--- config.mk ---
export PLATFORM = sky130hd
export DESIGN_NAME = li_rmw_ctrl_flat
export DESIGN_NICKNAME = d
export VERILOG_FILES = /design/src/rtl/li_rmw_ctrl_if.sv /design/src/rtl/li_rmw_ctrl.sv /design/src/flat_wrapper.sv
export SDC_FILE = /design/constraint.sdc
export NUM_CORES = 1
export LEC_CHECK = 0
export CAP_MARGIN = 20
export CORE_ASPECT_RATIO = 1.5
export CORE_UTILIZATION = 45
export DETAILED_ROUTE_END_ITERATION = 8
export PLACE_DENSITY = 0.82
export SYNTH_ARGS = -nofsm -noshare
export SYNTH_HDL_FRONTEND = slang
export SYNTH_SLANG_ARGS = --single-unit
--- constraint.sdc ---
create_clock -name clk -period 2.4 [get_ports clk]
set_clock_uncertainty 0.2 [all_clocks]
set_input_delay 0.24 -clock clk [delete_from_list [all_inputs] [get_ports clk]]
set_output_delay 0.24 -clock clk [all_outputs]
set_load 0.05 [all_outputs]
--- src/rtl/li_rmw_ctrl_if.sv ---
// Request handshake plus register-file port bundle for the load-immediate sequencer.
// The master side is the requester/register file; the slave side is the controller.
interface li_rmw_ctrl_if #(
    parameter int DATA_W     = 16,
    parameter int IMM_W      = 8,
    parameter int REG_ADDR_W = 4
);
    logic                  req_valid;
    logic                  req_ready;
    logic [3:0]            req_opcode;
    logic [REG_ADDR_W-1:0] req_rd;
    logic [IMM_W-1:0]      req_imm;

    logic                  rf_rd_en;
    logic [REG_ADDR_W-1:0] rf_rd_addr;
    logic [DATA_W-1:0]     rf_rd_data;
    logic                  rf_wr_en;
    logic [REG_ADDR_W-1:0] rf_wr_addr;
    logic [DATA_W-1:0]     rf_wr_data;

    modport master (
        output req_valid, req_opcode, req_rd, req_imm, rf_rd_data,
        input  req_ready, rf_rd_en, rf_rd_addr, rf_wr_en, rf_wr_addr, rf_wr_data
    );

    modport slave (
        input  req_valid, req_opcode, req_rd, req_imm, rf_rd_data,
        output req_ready, rf_rd_en, rf_rd_addr, rf_wr_en, rf_wr_addr, rf_wr_data
    );
endinterface

--- src/rtl/li_rmw_ctrl.sv ---
// LHB/LLB read-modify-write sequencer: reads rd, merges the immediate byte,
// writes back; same-register back-to-back ops forward the written value.
module li_rmw_ctrl #(
    parameter int DATA_W     = 16,
    parameter int IMM_W      = 8,
    parameter int REG_ADDR_W = 4
) (
    input  logic        clk,
    input  logic        rst_n,
    li_rmw_ctrl_if.slave bus,
    output logic        busy,
    output logic        done,
    output logic [15:0] li_count
);
    typedef enum logic [1:0] {IDLE, READ, WRITE} state_t;

    state_t                state_q, state_d;
    logic                  rdy_q;
    logic                  fwd_q, fwd_d;
    logic [15:0]           count_q;
    logic                  llb_q;
    logic [REG_ADDR_W-1:0] rd_q;
    logic [IMM_W-1:0]      imm_q;
    logic [DATA_W-1:0]     base_q;
    logic                  accept, latch;
    logic [DATA_W-1:0]     base, merged;
    logic                  unused_opc;

    function automatic logic [DATA_W-1:0] merge_imm(input logic llb,
                                                    input logic [DATA_W-1:0] b,
                                                    input logic [IMM_W-1:0] imm);
        return llb ? {b[DATA_W-1:IMM_W], imm} : {imm, b[IMM_W-1:0]};
    endfunction

    assign unused_opc    = ^bus.req_opcode[3:1];
    // rdy_q keeps ready low while in reset and until the first edge after release
    assign bus.req_ready = rdy_q && (state_q != READ);
    assign accept        = bus.req_valid && bus.req_ready;
    assign base          = fwd_q ? base_q : bus.rf_rd_data;
    assign merged        = merge_imm(llb_q, base, imm_q);
    assign li_count      = count_q;

    always_comb begin
        state_d        = state_q;
        fwd_d          = 1'b0;
        latch          = 1'b0;
        bus.rf_rd_en   = 1'b0;
        bus.rf_rd_addr = '0;
        bus.rf_wr_en   = 1'b0;
        bus.rf_wr_addr = '0;
        bus.rf_wr_data = '0;
        done           = 1'b0;
        busy           = (state_q != IDLE);
        case (state_q)
            IDLE: begin
                if (accept) begin
                    state_d = READ;
                    latch   = 1'b1;
                end
            end
            READ: begin
                bus.rf_rd_en   = 1'b1;
                bus.rf_rd_addr = rd_q;
                state_d        = WRITE;
            end
            WRITE: begin
                done = 1'b1;
                if (rd_q != '0) begin
                    bus.rf_wr_en   = 1'b1;
                    bus.rf_wr_addr = rd_q;
                    bus.rf_wr_data = merged;
                end
                if (accept) begin
                    latch = 1'b1;
                    // R0 reads as zero, so it never takes the forwarded value
                    if (bus.req_rd == rd_q && rd_q != '0) begin
                        state_d = WRITE;
                        fwd_d   = 1'b1;
                    end else begin
                        state_d = READ;
                    end
                end else begin
                    state_d = IDLE;
                end
            end
            default: state_d = IDLE;
        endcase
    end

    always_ff @(posedge clk or negedge rst_n) begin
        if (!rst_n) begin
            state_q <= IDLE;
            rdy_q   <= 1'b0;
            fwd_q   <= 1'b0;
            count_q <= '0;
        end else begin
            state_q <= state_d;
            rdy_q   <= 1'b1;
            fwd_q   <= fwd_d;
            if (state_q == WRITE) count_q <= count_q + 16'd1;
        end
    end

    always_ff @(posedge clk) begin
        if (latch) begin
            llb_q <= bus.req_opcode[0];
            rd_q  <= bus.req_rd;
            imm_q <= bus.req_imm;
        end
        if (fwd_d) base_q <= merged;
    end
endmodule

--- src/flat_wrapper.sv ---
// flat-port wrapper written by rule: the top's interface ports become plain ports
module li_rmw_ctrl_flat 
#(
    parameter int DATA_W     = 16,
    parameter int IMM_W      = 8,
    parameter int REG_ADDR_W = 4
)
  (clk, rst_n, busy, done, li_count, bus_req_valid, bus_req_opcode, bus_req_rd, bus_req_imm, bus_rf_rd_data, bus_req_ready, bus_rf_rd_en, bus_rf_rd_addr, bus_rf_wr_en, bus_rf_wr_addr, bus_rf_wr_data);
  li_rmw_ctrl_if #(.DATA_W(DATA_W), .IMM_W(IMM_W), .REG_ADDR_W(REG_ADDR_W)) bus_i ();
  input  logic clk;
  input  logic rst_n;
  output logic busy;
  output logic done;
  output logic [15:0] li_count;
  input wire logic [$bits(bus_i.req_valid)-1:0] bus_req_valid;
  input wire logic [$bits(bus_i.req_opcode)-1:0] bus_req_opcode;
  input wire logic [$bits(bus_i.req_rd)-1:0] bus_req_rd;
  input wire logic [$bits(bus_i.req_imm)-1:0] bus_req_imm;
  input wire logic [$bits(bus_i.rf_rd_data)-1:0] bus_rf_rd_data;
  output wire logic [$bits(bus_i.req_ready)-1:0] bus_req_ready;
  output wire logic [$bits(bus_i.rf_rd_en)-1:0] bus_rf_rd_en;
  output wire logic [$bits(bus_i.rf_rd_addr)-1:0] bus_rf_rd_addr;
  output wire logic [$bits(bus_i.rf_wr_en)-1:0] bus_rf_wr_en;
  output wire logic [$bits(bus_i.rf_wr_addr)-1:0] bus_rf_wr_addr;
  output wire logic [$bits(bus_i.rf_wr_data)-1:0] bus_rf_wr_data;
  assign bus_i.req_valid = bus_req_valid;
  assign bus_i.req_opcode = bus_req_opcode;
  assign bus_i.req_rd = bus_req_rd;
  assign bus_i.req_imm = bus_req_imm;
  assign bus_i.rf_rd_data = bus_rf_rd_data;
  assign bus_req_ready = bus_i.req_ready;
  assign bus_rf_rd_en = bus_i.rf_rd_en;
  assign bus_rf_rd_addr = bus_i.rf_rd_addr;
  assign bus_rf_wr_en = bus_i.rf_wr_en;
  assign bus_rf_wr_addr = bus_i.rf_wr_addr;
  assign bus_rf_wr_data = bus_i.rf_wr_data;
  li_rmw_ctrl #(.DATA_W(DATA_W), .IMM_W(IMM_W), .REG_ADDR_W(REG_ADDR_W)) u_core (.clk(clk), .rst_n(rst_n), .bus(bus_i), .busy(busy), .done(done), .li_count(li_count));
endmodule
==> impl_metrics.py <==
metrics = {
    "status": {
        "status": "completed",
    },
    "synth": {
        "yosysUniqueCellTypes": 34,
        "syn_nets": 225,
        "syn_avg_cell_area_um2": 12.3,
        "synth.most_common_cell": "edfxtp_1",
        "syn-cell-area_um2": 2320,
        "synthFlopType": "edfxtp_1",
        "ys_top_cells_by_count": "edfxtp_1, dfrtp_1, nor2b_1, mux2i_1, xnor2_1",
        "synthCells": 189,
        "ys_ff_latch": 49,
        "ys_warn_count": 0,
        "synth_top_area_share_pct": 37.6,
        "async_flop_share_pct": 40.8,
        "synth-seq-area-share_pct": 59.2,
        "synth_edf_count": 29,
        "yosys.area.top_type": "edfxtp_1",
        "synth.area.top_cells": "edfxtp_1, dfrtp_1, mux2i_1, xnor2_1, nor2b_1",
    },
    "clocking": {
        "postCtsHoldBufs": 0,
        "cts_tree": "yes",
        "numClockSinks": 49,
        "cts_buffer_depth": 2,
        "worstSkewPairLatency_ns": 0.30,
        "clockRootBuffer": "clkbuf_8",
        "cts_resized": 2,
        "path_clk_slew_ns": 0.09,
        "cts_inserted_buffers": 5,
        "cts_setup_buffers": 0,
        "htreeDepth": 2,
    },
    "global_route": {
        "overflow": 0,
        "grt_pass1_vias": 1631,
        "grt_usage_pct": 18.0,
        "grt_start_max_net_pins": 33,
        "antenna_found_initial": 0,
        "grt_first_pass_wirelength_mm": 7.40,
    },
    "cells_and_area": {
        "nets": 305,
        "area_growth_pct": 39.8,
        "antenna_cells": 0,
        "layout-drive-gt1-share_pct": 18.5,
    },
    "floorplan": {
        "start_util_pct": 47.4,
        "num_rows": 31,
        "die_h_um": 89.9,
        "die_width_um": 60.6,
        "core_area_um2": 4890,
        "io_pins": 80,
        "dieArea_um2": 5440,
    },
    "placement": {
        "hpwl_mm": 3.38,
        "place.gp.congestion": 0.739,
        "io_buffers": 76,
    },
    "setup_path": {
        "cp.depth": 5,
        "critPathRequiredTime_ns": 1.96,
        "crit_chain": "and2b_2, o41ai_4, buf_4, nor2b_1, buf_12",
        "end_kind": "output port",
        "r2r_cells": 3,
        "slowest_stage": "dfrtp_1",
        "max_stage_delay_ns": 0.41,
        "startpoint_type": "flop",
        "crit_fanout": 17,
        "criticalPathCategory": "reg2out",
        "cp_top_family": "simple AND/OR/NAND/NOR gates",
        "path_buf_inv": 2,
        "arrival_ns": 1.86,
    },
    "drt": {
        "dr.pass1.iters": 4,
        "antenna_left": 0,
        "wl_mm": 4.66,
        "drt-initial-drc-count": 81,
        "vias_per_cell": 4.95,
        "vias": 1664,
        "avgRoutedWirePerCell_um": 13.9,
        "drc_errors": 0,
    },
    "sta": {
        "max_slew_margin_pct": 65.4,
        "fin_crit_sh_pct": 95.7,
        "final-setup-viol-count": 0,
        "holdWs_ns": 0.0716,
        "tightestPinTransition_ns": 0.517,
        "rsz0062_at_grt": "false",
        "hold_viol_final": 0,
        "clock.fmax_mhz": 435,
        "drv_slew": 0,
        "tns_ns": 0,
        "period_needed_ns": 2.30,
    },
    "flow_run": {
        "max_cap_viol_count": 0,
    },
    "power": {
        "p_leak_uw": 0.00124,
        "power_density_nw_per_um2": 625,
        "ir_drop_mv": 0.726,
    },
    "hold_path": {
        "worstHoldPathType": "in2async",
    },
}
-- per-stage QoR --
stage,setup WS (ns),area [um^2],util (%),total power (uW),cells
finish,0.102,3240,66.2,2020,336
global route,0.0109,3240,66.2,2110,336
CTS,0.0652,3230,66.2,2050,336
detailed placement,0.154,3140,64.3,1560,328
global placement,0.235,3140,64.3,1550,328
floorplan,0.197,2320,-,1350,189
-- sequential cells by signal, indices dropped and copies added (netlist names) --
register         flops
u_core.imm_q         8
u_core.rd_q          4
u_core.base_q       16
u_core.state_q       2
u_core.rdy_q         1
u_core.llb_q         1
u_core.li_count     16
u_core.fwd_q         1
-- layer usage --
layer	vias to the layer above	GRT usage, %	part of all wire (%)
met4	0	5.68	1.3
li1	815	-	-
met2	62	31.4	50
met3	7	3.88	7.2
met1	780	21.2	41
met5	-	0	0
-- layout make-up --
class	instances	area, um^2
clock buffers	5	68.8
clock inverters	3	21.3
fillers	392	1650
inverters	1	3.75
multi-input cells	131	891
flip-flops and latches	49	1380
well taps	66	82.6
repair buffers	81	795
-- worst register-to-register path: stages (launching register included) --
cell	delay, ns
edfxtp_1	0.49
or2_2	0.31
o21ai_1	0.15
and3_4	0.37
-- layout by cell type (no fill, tap or decap), drive strengths merged, types with 2 or more instances in the layout --
cell type,synthesis,final
clkdlybuf4s50,0,49
buf,5,31
edfxtp,29,29
dfrtp,20,20
nor2b,18,18
mux2i,16,16
xnor2,16,16
nand2,14,14
nor2,11,11
o21ai,9,9
and2,9,9
a21oi,8,8
nand4,6,6
nand3,5,5
clkbuf,3,5
and3,4,4
or2,3,3
and4,3,3
xor2,2,2
inv,1,2
-- logic make-up (layout without fill, tap and decap cells) --
kind of cell	count (synthesis)	in the layout	synth area share, %
compound gates	19	19	5.19
other cells	1	1	0.162
fa+ha+maj	1	1	0.540
xor+xnor	18	18	6.81
mux	17	17	7.40
flops	49	49	59.2
simple gates	75	75	18.4
buf+inv	9	90	2.32
-- final timing paths --
| kind | slack, ns | start | to |
|---|---|---|---|
| max | 0.10 | u_core.state_q[0]$_DFFE_PN0P_ | bus_rf_wr_data[3] |
| min | 0.07 | rst_n | u_core.li_count[2]$_DFFE_PN0P_ |
| max reg2reg | 0.57 | u_core.rd_q[1]$_DFFE_PP_ | u_core.base_q[10]$_DFFE_PP_ |
| min reg2reg | 0.27 | u_core.li_count[15]$_DFFE_PN0P_ | u_core.li_count[15]$_DFFE_PN0P_ |
| max in group asynchronous | 1.70 | rst_n | u_core.fwd_q$_DFF_PN0_ |
| min in group clk | 0.27 | u_core.li_count[15]$_DFFE_PN0P_ | u_core.li_count[15]$_DFFE_PN0P_ |
-- report_power, final --
group / leakage, uW / switching (uW) / internal (uW)
Clock: 0.0000445 / 277 / 207
Combinational: 0.000668 / 312 / 210
Sequential: 0.000531 / 70.9 / 947
Power figures use the tool's default switching activity.
